File: config.mk
export PLATFORM = sky130hd
export DESIGN_NAME = int_alu_dispatch
export DESIGN_NICKNAME = d
export VERILOG_FILES = /design/src/rtl/int_alu_dispatch.sv
export SDC_FILE = /design/constraint.sdc
export NUM_CORES = 1
export LEC_CHECK = 0
export CAP_MARGIN = 10
export CORE_MARGIN = 2
export CORE_UTILIZATION = 40
export CTS_CLUSTER_DIAMETER = 100
export DETAILED_ROUTE_END_ITERATION = 12
export PLACE_DENSITY_LB_ADDON = 0.15
export RECOVER_POWER = 50
export SLEW_MARGIN = 20
export SYNTH_ARGS = -nofsm -noshare
export SYNTH_HDL_FRONTEND = slang
export SYNTH_SLANG_ARGS = --single-unit
File: constraint.sdc
create_clock -name clk -period 4 [get_ports clk]
set_clock_uncertainty 0.05 [all_clocks]
set_input_delay 0.6 -clock clk [delete_from_list [all_inputs] [get_ports clk]]
set_output_delay 0.6 -clock clk [all_outputs]
set_load 0.02 [all_outputs]
File: src/rtl/int_alu_dispatch.sv
// int_alu_dispatch
//   Issues integer ops to four external execution units (ADD, SUB, MUL, DIV).
//   Each unit takes one op at a time. Its result is parked in a per-unit slot
//   and written back on a single shared port in the priority DIV > MUL > SUB > ADD.
//
// Ports
//   clk, rst              clock; synchronous active-low reset
//   iss_valid/op/a/b/tag  issue request; iss_ready is combinational on iss_op
//   <u>_valid, <u>_a/_b   one-cycle start pulse and held operands per unit
//   <u>_result            unit result
//   add_done, sub_done    ADD/SUB completion strobes
//   mul_busy, div_busy    MUL/DIV busy; completion is the busy falling edge
//   wb_valid/op/tag/data  writeback, no backpressure
//   idle                  nothing in flight and no result pending

package general_defines;
  localparam int unsigned INT_DATA_W = 32;
endpackage

module int_alu_dispatch
  import general_defines::*;
#(
  parameter int unsigned TAG_W = 4
) (
  input  logic                  clk,
  input  logic                  rst,
  input  logic                  iss_valid,
  input  logic [1:0]            iss_op,
  input  logic [INT_DATA_W-1:0] iss_a,
  input  logic [INT_DATA_W-1:0] iss_b,
  input  logic [TAG_W-1:0]      iss_tag,
  output logic                  iss_ready,
  output logic                  add_valid,
  output logic [INT_DATA_W-1:0] add_a,
  output logic [INT_DATA_W-1:0] add_b,
  input  logic [INT_DATA_W-1:0] add_result,
  input  logic                  add_done,
  output logic                  sub_valid,
  output logic [INT_DATA_W-1:0] sub_a,
  output logic [INT_DATA_W-1:0] sub_b,
  input  logic [INT_DATA_W-1:0] sub_result,
  input  logic                  sub_done,
  output logic                  mul_valid,
  output logic [INT_DATA_W-1:0] mul_a,
  output logic [INT_DATA_W-1:0] mul_b,
  input  logic [INT_DATA_W-1:0] mul_result,
  input  logic                  mul_busy,
  output logic                  div_valid,
  output logic [INT_DATA_W-1:0] div_a,
  output logic [INT_DATA_W-1:0] div_b,
  input  logic [INT_DATA_W-1:0] div_result,
  input  logic                  div_busy,
  output logic                  wb_valid,
  output logic [1:0]            wb_op,
  output logic [TAG_W-1:0]      wb_tag,
  output logic [INT_DATA_W-1:0] wb_data,
  output logic                  idle
);

  localparam int unsigned N_UNITS = 4;

  // Unit index equals opcode; a higher index means higher writeback priority.
  typedef enum logic [1:0] {
    OP_ADD = 2'd0,
    OP_SUB = 2'd1,
    OP_MUL = 2'd2,
    OP_DIV = 2'd3
  } alu_op_e;

  logic [N_UNITS-1:0]    inflight;
  logic [N_UNITS-1:0]    slot_pend;
  logic [N_UNITS-1:0]    unit_valid;
  logic [N_UNITS-1:0]    unit_free;
  logic [N_UNITS-1:0]    done_evt;
  logic [N_UNITS-1:0]    accept_vec;
  logic [N_UNITS-1:0]    sel_vec;
  logic [1:0]            busy_q;      // [0] mul, [1] div
  logic [TAG_W-1:0]      tag_q      [N_UNITS];
  logic [TAG_W-1:0]      slot_tag   [N_UNITS];
  logic [INT_DATA_W-1:0] slot_data  [N_UNITS];
  logic [INT_DATA_W-1:0] op_a       [N_UNITS];
  logic [INT_DATA_W-1:0] op_b       [N_UNITS];
  logic [INT_DATA_W-1:0] unit_result[N_UNITS];

  always_comb begin
    unit_result[OP_ADD] = add_result;
    unit_result[OP_SUB] = sub_result;
    unit_result[OP_MUL] = mul_result;
    unit_result[OP_DIV] = div_result;
  end

  // Completion events only count while an op is outstanding on that unit, so
  // strobes from ops discarded by reset fall through harmlessly.
  assign done_evt  = inflight & {busy_q[1] & ~div_busy, busy_q[0] & ~mul_busy,
                                 sub_done, add_done};
  assign unit_free = ~inflight & ~slot_pend & {~div_busy, ~mul_busy, 2'b11};
  assign iss_ready = rst & unit_free[iss_op];
  assign idle      = ~|{inflight, slot_pend};

  always_comb begin
    accept_vec         = '0;
    accept_vec[iss_op] = iss_valid & iss_ready;
  end

  // Ascending scan: the last pending slot seen (highest index) wins.
  always_comb begin
    wb_valid = 1'b0;
    wb_op    = '0;
    wb_tag   = '0;
    wb_data  = '0;
    if (rst) begin
      for (int unsigned u = 0; u < N_UNITS; u++) begin
        if (slot_pend[u]) begin
          wb_valid = 1'b1;
          wb_op    = 2'(u);
          wb_tag   = slot_tag[u];
          wb_data  = slot_data[u];
        end
      end
    end
  end

  always_comb begin
    sel_vec = '0;
    if (wb_valid) sel_vec[wb_op] = 1'b1;
  end

  // Accept needs !inflight && !slot_pend, capture needs inflight and the
  // slot is cleared only while pending, so the three branches are exclusive.
  always_ff @(posedge clk) begin
    if (!rst) begin
      inflight   <= '0;
      slot_pend  <= '0;
      unit_valid <= '0;
      busy_q     <= '0;
      for (int unsigned u = 0; u < N_UNITS; u++) begin
        tag_q[u]     <= '0;
        slot_tag[u]  <= '0;
        slot_data[u] <= '0;
        op_a[u]      <= '0;
        op_b[u]      <= '0;
      end
    end else begin
      unit_valid <= accept_vec;
      busy_q     <= {div_busy, mul_busy};
      for (int unsigned u = 0; u < N_UNITS; u++) begin
        if (accept_vec[u]) begin
          inflight[u] <= 1'b1;
          tag_q[u]    <= iss_tag;
          op_a[u]     <= iss_a;
          op_b[u]     <= iss_b;
        end else if (done_evt[u]) begin
          inflight[u]  <= 1'b0;
          slot_pend[u] <= 1'b1;
          slot_data[u] <= unit_result[u];
          slot_tag[u]  <= tag_q[u];
        end else if (sel_vec[u]) begin
          slot_pend[u] <= 1'b0;
        end
      end
    end
  end

  assign add_valid = unit_valid[OP_ADD];
  assign add_a     = op_a[OP_ADD];
  assign add_b     = op_b[OP_ADD];
  assign sub_valid = unit_valid[OP_SUB];
  assign sub_a     = op_a[OP_SUB];
  assign sub_b     = op_b[OP_SUB];
  assign mul_valid = unit_valid[OP_MUL];
  assign mul_a     = op_a[OP_MUL];
  assign mul_b     = op_b[OP_MUL];
  assign div_valid = unit_valid[OP_DIV];
  assign div_a     = op_a[OP_DIV];
  assign div_b     = op_b[OP_DIV];

endmodule

# Word level (Yosys, flattened, before mapping)
# Memories as Yosys holds them, arrays and structs flattened.
# Cells that the tools add are included.
totals:
  inputBits: 205
  reg_bits: 14
  mem_bits_rw: 416
  memories: 5
mem_list:
  columns: ["name", "words", "word_bits", "rd", "rd_ports_with_merged_regs", "write_ports", "line_no", "rtl"]
  rows:
  - ["op_a", 4, 32, 4, 0, 4, "81", "logic [INT_DATA_W-1:0] op_a [N_UNITS];"]
  - ["op_b", 4, 32, 4, 0, 4, "82", "logic [INT_DATA_W-1:0] op_b [N_UNITS];"]
  - ["slot_data", 4, 32, 4, 0, 4, "80", "logic [INT_DATA_W-1:0] slot_data [N_UNITS];"]
  - ["slot_tag", 4, 4, 4, 0, 4, "79", "logic [TAG_W-1:0] slot_tag [N_UNITS];"]
  - ["tag_q", 4, 4, 4, 0, 4, "78", "logic [TAG_W-1:0] tag_q [N_UNITS];"]
op_classes:
  n_reduce_logical: 16
  n_mux: 91
  n_bitwise: 36
  magnitude_cmp: 4
ops:
  columns: ["operator", "n"]
  rows:
  - ["$mux W32", 17]
  - ["$mux W4", 14]
  - ["$mux W1", 54]
  - ["$or A1 B1 Y1", 20]
  - ["$and A4 B4 Y4", 4]
  - ["$reduce_bool A2 Y1", 8]
  - ["$not A4 Y4", 2]
  - ["$reduce_and A2 Y1", 4]
  - ["$reduce_or A8 Y1", 1]
  - ["$lt A2 B3 Y1 const B", 2]
  - ["$mux W2", 3]
  - ["$not A1 Y1", 6]
  - ["$and A1 B1 Y1", 4]
  - ["$demux W1 S2", 2]
  - ["$ge A2 B1 Y1 const B", 2]
  - ["$bmux W1 S2", 1]
  - ["$logic_and A1 B1 Y1", 2]
  - ["$logic_not A1 Y1", 1]

# Longest topological paths before layout
logic_depth:
  depth_word: 12
  mapped_depth: 6
  depth_no_buf: 3

# Least setup slack after synthesis
# No wires, ideal clock.
synth_path:
  path_type: "in2reg"
  start: "input div_busy"
  end: "memory op_a[3][0], enable pin"
  arrival_time_ns: 2.907
  n_path_buf: 1
  setup_slack_ns: 0.606
  required_ns: 3.513
  setup_ns: 0.437
  path_stages: 4
  path_cell_list: "nor4b_2 -> and4_1 -> buf_4 -> nand2b_1"
synth_lines:
  columns: ["item", "line_no", "rtl"]
  rows:
  - ["start: declaration", "52", "input logic div_busy,"]
  - ["end: declaration", "81", null]

# Worst setup path after layout
layout_path:
  start: "register slot_pend[3]"
  end: "output wb_tag[1]"
layout_between:
  elab_chain_len: 2
layout_lines:
  columns: ["item", "line_no", "rtl"]
  rows:
  - ["start: declaration", "71", "logic [N_UNITS-1:0] slot_pend;"]
  - ["start signal: assignment", "133", "slot_pend <= '0;"]
  - ["start signal: indexed assignment", "154", "slot_pend[u] <= 1'b1;"]
  - ["start signal: indexed assignment", "158", "slot_pend[u] <= 1'b0;"]
  - ["$mux W4", "113", "if (slot_pend[u]) begin"]
  - ["$mux W4", "111", "if (rst) begin"]
  - ["end: declaration", "55", "output logic [TAG_W-1:0] wb_tag,"]
# Every way passes these cells.

==> run metrics <==
Async SR Flop Fraction=0%; IO buf count=505; Nets=1791; initial antenna violation count=8; HPWL after detailed placement=34.64 mm; Lkg Pwr=8.741 nW; Pre-antenna DRT Iters=5; CTS clock-pin slew for the worst setup and hold paths=60 ps; Routed Antenna Nets=0; first-pass GRT wire length=75.41 mm; Layout Cell Area excl Fill=23830 µm²; Vias=10.78k; hold_sp=tag_q[0][3]; Post-CTS Setup Inserts=0; row count=75; Max rail drop VDD=0.3430 mV; post-synth cell types=30; crit path launch type=register; ys flop type=edfxtp_1; worst reg2reg endpoint=op_b[3][3]; critical path fanouts, max=20; Slew headroom=-24.79%; pwr/cell area=429.2 nW/µm²; final WL=52.10 mm; clk_lat worst skew=570 ps; detailed router's first-iteration violation count=625; Root Driver=clkbuf_16; Routed WL per cell=24.05 µm; Worst Tran Pin Value=1867 ps; post-synthesis sequential area ratio=76.08%; Setup crit end kind=primary output; min Tclk post-route=3516 ps; reg2reg setup slack=1020 ps; final hold violations=0; path depth of the worst reg2reg path=4; chip height=208.9 µm; net count after synthesis=1285; Vias/cell=4.976; #FFs+latches synth=430; Peak Freq=0.2844 GHz; max-cap viol count=10; final setup fails=0; Initial Utilization=40.29%; R2R Path Start=slot_pend[3]; Final Hold Slack=468.1 ps; grt total ovfl=0; status=finished, violations left; Mapped Avg Cell Area=15.55 µm²; Top Ports=506; period utilisation layout=87.90%; critical-path cell list=nand2b_2, buf_4, o22ai_1, nor3_1, clkdlybuf4s50_1; share of cells above drive strength 1=5.857%; Placed Cells=2077; RSZ-0062 raised after global routing=no; drt drc=0; Longest Clk Path Bufs=3; Synth Instances=1080; hold_buf cts=0; fin cells=2166; EDFF count, synth=416; Final Max Slew Viols=466; Synth warnings=0; final setup TNS=0 ps; Max H-tree Level=2; area grow syn2layout=41.96%; Fill cells=3373; Final Util=57.20%; CP Data Arrival Time=2870 ps; area of the multi-input gates=3669 µm²; CP peak stage delay=670 ps; Hold EP=slot_tag[0][3]; largest net degree at the start of global routing=71; GR Util All Layers=23.66%; number of global-route vias before repair=11.25k; Post-CTS Resized=0; slowest cell on the critical path=clkdlybuf4s50_1; min-delay worst type=register to register; clock sink total=430; Req. time, crit path=3350 ps; failing checks=capacitance limit, slew limit; Hold Path Depth=1; Num CTS Buffers=46; global placer's final weighted congestion=0.8230; crit path kind=register to primary output; chip width=208.9 µm; die area=43630 µm²; Syn Std Cell Area=16790 µm²; sequential cell area=12770 µm²; CTS tree=done; area of the core=41670 µm²; dpl cell area=22450 µm²
==> sequential cells by signal, summed over array words and instances, names as in the netlist <==
| signal | cells |
|---|---|
| op_a | 128 |
| slot_tag | 16 |
| tag_q | 16 |
| op_b | 128 |
| inflight | 4 |
| slot_pend | 4 |
| unit_valid | 4 |
| slot_data | 128 |
| busy_q | 2 |
==> routing by layer <==
metal  vias up  track usage, %  part of all wire (%)
met2       474           37.63                    47
met5         -               0                 0.079
met4         6           9.433                   3.3
met3        89           11.12                    12
met1      5285           27.78                    37
li1       4923               -                     -
==> worst max-delay path by stage <==
stage / from / end / slack (ps) / depth (start not counted)
3_5_place_dp: iss_op[1] / iss_ready / 600 / 5
5_1_grt: rst / op_a[3][24] / 310 / 5
6_report: slot_pend[3] / wb_tag[1] / 480 / 5
3_3_place_gp: iss_op[1] / iss_ready / 680 / 5
2_1_floorplan: div_busy / op_a[3][0] / 610 / 4
4_1_cts: slot_pend[3] / wb_tag[2] / 400 / 4
==> cells by family (layout without fill, tap and decap cells) <==
| group | Yosys count | after routing | share of synthesized area [%] |
|---|---|---|---|
| flip-flops | 430 | 430 | 76.08 |
| other | 0 | 5 | 0 |
| AND/OR/NAND/NOR | 496 | 496 | 18.09 |
| buffers and inverters | 72 | 614 | 2.191 |
| AO/OA/AOI/OAI | 82 | 82 | 3.644 |
==> power by group <==
group	internal [W]	switching, W
logic	0.000411	0.000480
clock network	0.00243	0.00172
registers	0.00513	0.0000522
==> synthesized netlist by cell type (all sizes together) (2+ instances only) <==
cell type  instances  share of area (%)
and2             418                 16
edfxtp           416                 74
buf               42                1.5
nor3              41                1.2
a221oi            36                1.9
o22ai             36                1.3
clkbuf            28               0.63
dfxtp             14                1.7
nand2              8               0.18
nor2               8               0.19
nand2b             6               0.22
nor2b              5               0.19
and4               4               0.21
a21oi              3              0.089
inv                2              0.045
nand3b             2              0.089
o21a               2              0.089
o21ba              2               0.12
==> final cells by class <==
| cell class | instances | area share (%) |
|---|---|---|
| Tap cell | 539 | 2.830 |
| Multi-Input combinational cell | 578 | 15.39 |
| Antenna cell | 5 | 0.05250 |
| Clock buffer | 62 | 5.350 |
| Sequential cell | 430 | 53.60 |
| Inverter | 2 | 0.03150 |
| Timing Repair Buffer | 528 | 21.98 |
| Clock inverter | 22 | 0.7717 |
==> per-stage QoR <==
| step | worst slack, ps | power (W) |
|---|---|---|
| 6_report | 484.0 | 0.01023 |
| 5_1_grt | 305.6 | 0.01054 |
| 4_1_cts | 397.2 | 0.01035 |
| 3_5_place_dp | 604.6 | 0.006200 |
| 3_3_place_gp | 677.9 | 0.006196 |
| 2_1_floorplan | 605.9 | 0.005589 |
==> cell usage in the layout (no fill, tap or decap), types with 5 or more instances in the layout <==
master,netlist,routed
clkdlybuf4s50_1,0,416
clkbuf_16,0,49
and2_1,418,337
and2_0,0,81
clkinv_1,0,9
dfxtp_1,14,13
a221oi_1,36,36
edfxtp_1,416,416
dlygate4sd3_1,0,89
o22ai_1,36,36
diode_2,0,5
buf_4,2,11
nor2_1,7,6
nor3_1,41,41
clkinv_2,0,7
clkbuf_1,28,17
nand2_1,8,8
clkbuf_2,0,5
==> worst max-delay path: cells and delay by family, from the launching register on <==
kind / cells / cell delay, ps
AOI/OAI and AO/OA: 1 / 80
and+or+nand+nor: 2 / 830
buffers and inverters: 2 / 940
DFF: 1 / 440
(Power assumes the default switching activity.)
